**src/rtl/multicycle_ctrl.sv**
```systemverilog
//-----------------------------------------------------------------------------
// multicycle_ctrl
//
// Multicycle sequencer for the RV32 core. Every instruction walks through
// FETCH -> DECODE -> EXEC -> [MEM] -> WB. The sequencer drives the decoder
// enable, the IR/PC/register-file write strobes and the req/ack handshakes
// to instruction and data memory. It uses the decoder's type flags.
//
// Optional feature macro: MC_ILLEGAL_TRAP_EN
//   defined   : an instruction with no type flag set leaves DECODE for a
//               one-cycle TRAP state (pc_we=1, pc_sel=11, trap pulse) and
//               does not retire.
//   undefined : there is no trap port. Such an instruction runs EXEC -> WB as
//               a NOP (no rf write, pc+4, retires).
//
// Parameters
//   TIMEOUT_W  width of the memory-wait counter
//   TIMEOUT    number of unacked request cycles before a bus error
//              (must be < 2**TIMEOUT_W)
//
// Ports
//   clk, rst            clock (rising edge), synchronous active-high reset
//   imem_req / imem_ack instruction fetch handshake
//   dmem_req / dmem_we / dmem_ack
//                       data access handshake (dmem_we=1 for a store)
//   ir_we               latch the fetched word (same cycle as imem_ack)
//   decode_en, exec_en  one-cycle enables for the decoder and the ALU
//   rf_we, pc_we        write-back strobes
//   pc_sel              00 pc+4, 01 branch, 10 jal/jalr, 11 trap vector
//   is_*_instr, is_lui, rd_valid
//                       decoder outputs, held stable from DECODE to WB
//   br_taken            branch compare result, valid in EXEC and WB
//   busy                high in every state except IDLE and ERR
//   bus_err             sticky memory-timeout flag
//   instret             retired-instruction counter (wraps)
//   trap                (MC_ILLEGAL_TRAP_EN only) one-cycle illegal pulse
//-----------------------------------------------------------------------------
module multicycle_ctrl #(
  parameter int TIMEOUT_W = 8,
  parameter int TIMEOUT   = 200
) (
  input  logic        clk,
  input  logic        rst,
  output logic        imem_req,
  input  logic        imem_ack,
  output logic        dmem_req,
  output logic        dmem_we,
  input  logic        dmem_ack,
  output logic        ir_we,
  output logic        decode_en,
  output logic        exec_en,
  output logic        rf_we,
  output logic        pc_we,
  output logic [1:0]  pc_sel,
  input  logic        is_i_instr,
  input  logic        is_r_instr,
  input  logic        is_s_instr,
  input  logic        is_l_instr,
  input  logic        is_b_instr,
  input  logic        is_j_instr,
  input  logic        is_jr_instr,
  input  logic        is_u_instr,
  input  logic        is_lui,
  input  logic        rd_valid,
  input  logic        br_taken,
  output logic        busy,
  output logic        bus_err,
  output logic [31:0] instret
`ifdef MC_ILLEGAL_TRAP_EN
  , output logic      trap
`endif
);

  typedef enum logic [2:0] {
    S_IDLE   = 3'd0,
    S_FETCH  = 3'd1,
    S_DECODE = 3'd2,
    S_EXEC   = 3'd3,
    S_MEM    = 3'd4,
    S_WB     = 3'd5,
    S_TRAP   = 3'd6,
    S_ERR    = 3'd7
  } state_t;

  typedef enum logic [1:0] {
    PC_PLUS4  = 2'b00,
    PC_BRANCH = 2'b01,
    PC_JUMP   = 2'b10,
    PC_TRAP   = 2'b11
  } pc_sel_t;

  localparam logic [TIMEOUT_W-1:0] TIMEOUT_CNT = TIMEOUT_W'(TIMEOUT);

  state_t               r_state;
  logic [TIMEOUT_W-1:0] r_count;
  logic                 r_imem_req;
  logic                 r_dmem_req;
  logic                 r_dmem_we;
  logic                 r_decode_en;
  logic                 r_exec_en;
  logic                 r_rf_we;
  logic                 r_pc_we;
  pc_sel_t              r_pc_sel;
  logic                 r_busy;
  logic                 r_bus_err;
  logic [31:0]          r_instret;
`ifdef MC_ILLEGAL_TRAP_EN
  logic                 r_trap;
`endif

  logic                 w_illegal;
  logic                 w_is_mem;
  logic                 w_rf_we_wb;
  logic [TIMEOUT_W-1:0] w_count_inc;
  logic                 w_timeout;
  pc_sel_t              w_wb_sel;

  // An instruction the decoder could not classify raises no type flag.
  assign w_illegal   = ~|{is_i_instr, is_r_instr, is_s_instr, is_l_instr,
                          is_b_instr, is_j_instr, is_jr_instr, is_u_instr,
                          is_lui};
  assign w_is_mem    = is_l_instr | is_s_instr;
  // An illegal instruction never writes rd, even if rd_valid glitches high.
  assign w_rf_we_wb  = rd_valid & ~w_illegal;
  assign w_count_inc = r_count + TIMEOUT_W'(1);
  // The current cycle is the TIMEOUT-th unacked one; an ack in it still wins.
  assign w_timeout   = (w_count_inc == TIMEOUT_CNT);

  // Write-back PC source; jumps take priority over a taken branch.
  always_comb begin
    // NOTE: default first so every path assigns w_wb_sel and no latch is inferred.
    w_wb_sel = PC_PLUS4;
    if (is_j_instr | is_jr_instr)
      w_wb_sel = PC_JUMP;
    else if (is_b_instr & br_taken)
      w_wb_sel = PC_BRANCH;
  end

  // State and all strobes are registered together: each branch below sets the
  // outputs that belong to the state being entered.
  always_ff @(posedge clk) begin
    if (rst) begin
      // NOTE: non-blocking assignments for all state so every register samples
      // pre-edge values, independent of statement order.
      r_state     <= S_IDLE;
      r_count     <= '0;
      r_imem_req  <= 1'b0;
      r_dmem_req  <= 1'b0;
      r_dmem_we   <= 1'b0;
      r_decode_en <= 1'b0;
      r_exec_en   <= 1'b0;
      r_rf_we     <= 1'b0;
      r_pc_we     <= 1'b0;
      r_pc_sel    <= PC_PLUS4;
      r_busy      <= 1'b0;
      r_bus_err   <= 1'b0;
      r_instret   <= '0;
`ifdef MC_ILLEGAL_TRAP_EN
      r_trap      <= 1'b0;
`endif
    end else begin
      // One-cycle strobes drop unless the next state raises them again.
      r_decode_en <= 1'b0;
      r_exec_en   <= 1'b0;
      r_rf_we     <= 1'b0;
      r_pc_we     <= 1'b0;
      r_pc_sel    <= PC_PLUS4;
`ifdef MC_ILLEGAL_TRAP_EN
      r_trap      <= 1'b0;
`endif

      case (r_state)
        S_IDLE: begin
          r_state    <= S_FETCH;
          r_imem_req <= 1'b1;
          r_count    <= '0;
          r_busy     <= 1'b1;
        end

        S_FETCH: begin
          if (imem_ack) begin
            r_state     <= S_DECODE;
            r_imem_req  <= 1'b0;
            r_decode_en <= 1'b1;
          end else if (w_timeout) begin
            r_state    <= S_ERR;
            r_imem_req <= 1'b0;
            r_busy     <= 1'b0;
            r_bus_err  <= 1'b1;
          end else begin
            r_count <= w_count_inc;
          end
        end

        S_DECODE: begin
`ifdef MC_ILLEGAL_TRAP_EN
          if (w_illegal) begin
            r_state  <= S_TRAP;
            r_pc_we  <= 1'b1;
            r_pc_sel <= PC_TRAP;
            r_trap   <= 1'b1;
          end else begin
            r_state   <= S_EXEC;
            r_exec_en <= 1'b1;
          end
`else
          r_state   <= S_EXEC;
          r_exec_en <= 1'b1;
`endif
        end

        S_EXEC: begin
          if (w_is_mem) begin
            r_state    <= S_MEM;
            r_dmem_req <= 1'b1;
            r_dmem_we  <= is_s_instr;
            r_count    <= '0;
          end else begin
            r_state  <= S_WB;
            r_pc_we  <= 1'b1;
            r_rf_we  <= w_rf_we_wb;
            r_pc_sel <= w_wb_sel;
          end
        end

        S_MEM: begin
          if (dmem_ack) begin
            r_state    <= S_WB;
            r_dmem_req <= 1'b0;
            r_dmem_we  <= 1'b0;
            r_pc_we    <= 1'b1;
            r_rf_we    <= w_rf_we_wb;
            r_pc_sel   <= w_wb_sel;
          end else if (w_timeout) begin
            r_state    <= S_ERR;
            r_dmem_req <= 1'b0;
            r_dmem_we  <= 1'b0;
            r_busy     <= 1'b0;
            r_bus_err  <= 1'b1;
          end else begin
            r_count <= w_count_inc;
          end
        end

        S_WB: begin
          r_state    <= S_FETCH;
          r_imem_req <= 1'b1;
          r_count    <= '0;
          r_instret  <= r_instret + 32'd1;
        end

        S_TRAP: begin
          r_state    <= S_FETCH;
          r_imem_req <= 1'b1;
          r_count    <= '0;
        end

        S_ERR: begin
          // Sticky until reset: everything stays quiet.
          r_state <= S_ERR;
        end

        default: begin
          r_state    <= S_IDLE;
          r_imem_req <= 1'b0;
          r_dmem_req <= 1'b0;
          r_dmem_we  <= 1'b0;
          r_busy     <= 1'b0;
        end
      endcase
    end
  end

  // ir_we follows the ack combinationally so IR captures the word in the
  // same cycle the memory presents it; r_imem_req is high only in FETCH.
  assign ir_we     = r_imem_req & imem_ack;

  assign imem_req  = r_imem_req;
  assign dmem_req  = r_dmem_req;
  assign dmem_we   = r_dmem_we;
  assign decode_en = r_decode_en;
  assign exec_en   = r_exec_en;
  assign rf_we     = r_rf_we;
  assign pc_we     = r_pc_we;
  assign pc_sel    = r_pc_sel;
  assign busy      = r_busy;
  assign bus_err   = r_bus_err;
  assign instret   = r_instret;
`ifdef MC_ILLEGAL_TRAP_EN
  assign trap      = r_trap;
`endif

endmodule

```
**config.mk**
```make
export PLATFORM = sky130hd
export DESIGN_NAME = multicycle_ctrl
export DESIGN_NICKNAME = d
export VERILOG_FILES = /design/src/rtl/multicycle_ctrl.sv
export SDC_FILE = /design/constraint.sdc
export NUM_CORES = 1
export LEC_CHECK = 0
export CELL_PAD_IN_SITES_DETAIL_PLACEMENT = 0
export CELL_PAD_IN_SITES_GLOBAL_PLACEMENT = 1
export CORE_UTILIZATION = 37
export CTS_CLUSTER_DIAMETER = 40
export CTS_CLUSTER_SIZE = 25
export DETAILED_ROUTE_END_ITERATION = 6
export PLACE_DENSITY = 0.86
export SLEW_MARGIN = 20
export SYNTH_ARGS = -nofsm -noshare
export SYNTH_HDL_FRONTEND = slang
export SYNTH_SLANG_ARGS = --single-unit
```
**constraint.sdc**
```tcl
create_clock -name clk -period 2.4 [get_ports clk]
set_input_delay 0.48 -clock clk [delete_from_list [all_inputs] [get_ports clk]]
set_output_delay 0.48 -clock clk [all_outputs]
set_load 0.02 [all_outputs]
```
# Yosys cells after proc, flatten, opt, wreduce, memory -nomap -nowiden
# Index checks and enable logic that the tools add are counted.
# totals
memories,0
latch_bits,0
ramBits,0
in_bits,15
romBits,0
regBits,54
# classes
shift,0
multipliers,0
div_mod_pow,0
n_reduce_logical,14
magnitude_cmp,0
mux,39
n_eq_ne,13
n_bitwise,6
add_sub_neg,2
# ops
op,n
$add A32 B1 Y32 const B,1
$mux W8,4
$pmux W8 S4,1
$mux W1,19
$pmux W3 S6,1
$eq A3 B3 Y1 const B,4
$pmux W1 S2,6
$mux W3,3
$reduce_and A3 Y1,3
$reduce_or A9 Y1,1
$add A8 B1 Y8 const B,1
$eq A8 B8 Y1 const B,1
$eq A3 B2 Y1 const B,2
$mux W2,3
$ne A2 B2 Y1 const B,3
$ne A3 B3 Y1 const B,2
$reduce_bool A2 Y1,3
$pmux W2 S2,1
$reduce_and A4 Y1,1
$reduce_bool A4 Y1,1
$and A1 B1 Y1,3
$eq A3 B1 Y1 const B,1
$logic_not A3 Y1,1
$pmux W1 S3,1
6 further kinds,7

# Depth between registers and ports, before layout
# logic_depth
word_depth,5
ltp_mapped,8
mapped_depth_nobuf,6

# Worst setup path after synthesis
# No wires, ideal clock.
# synth_timing
path_type,flip-flop to flip-flop
startpoint,"reg r_instret[7], in the netlist instret[7]"
endpoint,"reg r_instret[28], in the netlist instret[28]"
period_less_slack_ns,2.176
path_buffers,2
path_slack_ns,0.224
t_arrival_ns,2.106
stages_incl_launch_ff,8
cell_sequence,dfxtp_1 -> and4_4 -> nand3_2 -> buf_6 -> or4_4 -> buf_6 -> or3_1 -> a21oi_1
# synth_via
elab_chain_cells,1
# synth_rtl
element,line_no,rtl
start: declaration,106,logic [31:0] r_instret;
start signal: assignment,249,r_instret <= r_instret + 32'd1;
$add A32 B1 Y32,249,
# Every way passes these cells.
# A chain may end at the register's enable or synchronous reset.

# Final worst setup path
# layout_timing
startpoint,reg r_count[0]
endpoint,reg r_count[1]
# layout_via
elab_chain_cells,5
# layout_rtl
element,line_no,rtl
start: declaration,95,logic [TIMEOUT_W-1:0] r_count;
start signal: assignment,191,r_count <= w_count_inc;
start signal: assignment,241,r_count <= w_count_inc;
$add A8 B1 Y8 (*),125,assign w_count_inc = r_count + TIMEOUT_W'(1);
$eq A8 B8 Y1,127,assign w_timeout = (w_count_inc == TIMEOUT_CNT);
$mux W8 (*),"185, 234",
"$mux W8, on equally long branches","227, 181",
$pmux W8 S4 (*),172,case (r_state)
# Mark *: on every way between the ends. The rest lies on a longest branch, timed or not. The select of a mux whose other input is x is not followed.

==> impl_metrics.toml <==
[yosys]
syn_area_per_cell_sq_um = 8.281
postSynth.asyncResetShare = 0
synth_cells = 320
main_area_contributors_after_synthesis = "sky130_fd_sc_hd__dfxtp_1, sky130_fd_sc_hd__nor2_1, sky130_fd_sc_hd__a21oi_1"
synth.distinct_cells = 58
mappedNetlistNets = 337
ys_seq_elements = 54
synth_top_area_share = 0.4079
synthFlopType = "sky130_fd_sc_hd__dfxtp_1"
synth_enable_flop_cells = 0
synth.largest_area_cell = "sky130_fd_sc_hd__dfxtp_1"
synth.yosys.seq_area_share = 0.4079
synth.cell_area_sq_mm = 0.002650
synth.yosys.warnings = 0

[detailed_routing]
wl_per_cell_um = 12.81
post-route-drc-count = 0
routed_via_density = 5.287
dr.pass1.iters = 4
route.antenna.remaining_nets = 0
drt_iter0_markers = 93
vias = 2522
drt_wl_total_um = 6108

[clock_network]
clkSinkCount = 54
clk_path_buf_depth = 2
clock_transition_time_at_the_flip_flop_clock_pins_of_the_worst_setup_and_hold_paths_ns = 0.10
cts_root_buffer = "sky130_fd_sc_hd__clkbuf_8"
post_cts_hold_buffer_count = 0
cts_repair_resize_count = 0
cts.repair_timing.setup_buffer_count = 0
cts_inserted_buffers = 5
ctsHtreeMaxLevel = 2
tritoncts = "built"
clock_insertion_delay_worst_skew_ns = 0.30

[placed_design]
hpwlAfterDp_um = 4379
numPortBuffers = 58
globalplace.congestion = 0.8118

[sta]
timing.final.max_slew_violations = 0
timing.setup.tns_ns = 0
tightestPinTransition_ns = 0.7099
finalWorstPathRequiredPeriod_ns = 2.221
rsz_0062_raised_after_global_routing = "no"
fin_crit_sh = 0.9254
finalSetupViolations = 0
fmax_ghz = 0.4502
hold_violations = 0
max_slew_margin = 0.5256
clock_skew_ns = 0.004003

[grt]
groute.usage.overall = 0.1740
initial_antenna_violation_count = 0
largest_net_degree_at_the_start_of_global_routing = 48
grt_first_pass_wirelength_um = 10630
via_count_of_the_first_global_routing_pass = 2340
grt_overflow = 0

[final_layout]
final_common_cell = "sky130_fd_sc_hd__clkdlybuf4s50_1"
fillers = 649
layout_cell_share_with_drive_strength_beyond_1 = 0.08136
most_frequent_cells_in_the_layout = "sky130_fd_sc_hd__clkdlybuf4s50_1, sky130_fd_sc_hd__dfxtp_1, sky130_fd_sc_hd__nor2_1"
areaGrowthSynthToFinish_pct = 29.60
number_of_nets_in_the_layout = 398
antenna_cells = 0

[run]
timing.max_cap.violations = 0

[pwr]
power_per_cell_area_mw_per_mm2 = 468.5
total_power_consumption_mw = 1.609
ir_drop_uv = 238.4
leakagePower_nw = 1.115

[min_path]
end_point_of_the_worst_hold_path = "bus_err$_SDFFE_PP0P_"
whs_path_depth = 2
holdCritStartpoint = "bus_err$_SDFFE_PP0P_"
min_path_type = "reg2reg"

[die]
design.portCount = 59
rows = 30
placeableCoreArea_sq_mm = 0.006869
fp.dieArea_sq_mm = 0.007505
die_height_um = 86.63
start_util = 0.3858
fp.dieW_um = 86.63

[critical_path]
critical_path.startpoint_type = "flop"
worst-endpoint-arrival_ns = 2.45
timing_worst_setup_path_type = "reg2reg"
critPathMaxFanout = 11
worstPathRequired_ns = 2.63
setup.reg_to_reg.worst_slack_ns = 0.18
crit-reg2reg-capture = "r_count[1]$_SDFFE_PP0P_"
timing.rr.start = "r_count[0]$_SDFFE_PP0P_"
reg2reg_path_depth = 5
critPathCaptureType = "flop"

[outcome]
run_status = "finished clean"
[metrics by stage]
stage | utilization | area [sq um] | cells | worst slack, ns | hold WS [ns]
after floorplan | - | 2650 | 320 | 0.2236 | 0.4443
after global placement | 0.4878 | 3351 | 470 | 0.1713 | 0.4372
after detailed placement | 0.4878 | 3351 | 470 | 0.1467 | 0.4377
after CTS | 0.5000 | 3435 | 477 | 0.1902 | 0.4526
after global routing | 0.5000 | 3435 | 477 | 0.02218 | 0.4942
final | 0.5000 | 3435 | 477 | 0.1789 | 0.4514
[cells in the mapped netlist (all sizes together) (4+ instances only)]
master  instances
buf             7
or4             4
inv            13
nor2           35
dfxtp          54
nand2          27
xor2            5
a21oi          25
clkbuf          9
o21ai          18
or3            16
and3            5
xnor2          14
nand3          15
nand4           8
nor4            4
nor3            9
[sequential cells by signal (all words and copies together), names as in the netlist]
name       flops
r_count        8
imem_req       1
decode_en      1
busy           1
pc_sel         2
r_state        3
rf_we          1
bus_err        1
dmem_req       1
instret       32
pc_we          1
dmem_we        1
exec_en        1
[report_power, final]
part	internal, mW	switching (mW)
sequential	0.909	0.00952
combinational	0.0887	0.104
clock	0.200	0.298
total	1.20	0.411
[logic make-up (layout without fill, tap and decap cells)]
| family | Yosys count | after routing | share of synthesized area |
|---|---|---|---|
| and+or+nand+nor | 138 | 138 | 0.2748 |
| AOI/OAI and AO/OA | 75 | 75 | 0.1813 |
| buffers and inverters | 29 | 90 | 0.05241 |
| DFF | 54 | 54 | 0.4079 |
| adders and majority gates | 2 | 2 | 0.009441 |
| xor gates and xnor gates | 19 | 19 | 0.06280 |
| muxes | 3 | 3 | 0.01133 |
[worst max-delay path by stage]
stage                            start                  endpoint  slack (ns)  cells past startpoint
2_1_floorplan  instret[7]$_SDFFE_PP0N_  instret[28]$_SDFFE_PP0N_        0.22                      7
3_3_place_gp                is_l_instr   r_count[2]$_SDFFE_PP0P_        0.17                      7
3_5_place_dp                  dmem_ack   r_count[2]$_SDFFE_PP0P_        0.15                      6
4_1_cts        r_count[0]$_SDFFE_PP0P_   r_count[1]$_SDFFE_PP0P_        0.19                      5
5_1_grt        r_count[0]$_SDFFE_PP0P_   r_count[1]$_SDFFE_PP0P_        0.02                      5
6_report       r_count[0]$_SDFFE_PP0P_   r_count[1]$_SDFFE_PP0P_        0.18                      5
[per-layer routing]
metal,global-route usage,up-vias,routed length (um)
met5,0,-,0
met4,0.04848,0,54
met3,0.03619,4,280
met2,0.2922,60,2824
met1,0.2261,1182,2949
li1,-,1276,-
[critical path, stage by stage (launching register included)]
cell and delay (ns):
sky130_fd_sc_hd__dfxtp_1 0.42, sky130_fd_sc_hd__nand3_1 0.20, sky130_fd_sc_hd__or2_2 0.37, sky130_fd_sc_hd__a311o_1 0.51
sky130_fd_sc_hd__a21oi_1 0.42, sky130_fd_sc_hd__mux2i_1 0.23
[layout make-up]
type	count	area, sq um	share of cell area
multi-input cells	237	1430	0.4164
flip-flops and latches	54	1081	0.3148
inverters	13	48.80	0.01421
repair buffers	70	670.6	0.1953
well taps	96	120.1	0.03497
clock inverters	2	15.01	0.004372
clock buffers	5	68.82	0.02004
Note: power is estimated with default switching activity, not from simulation.
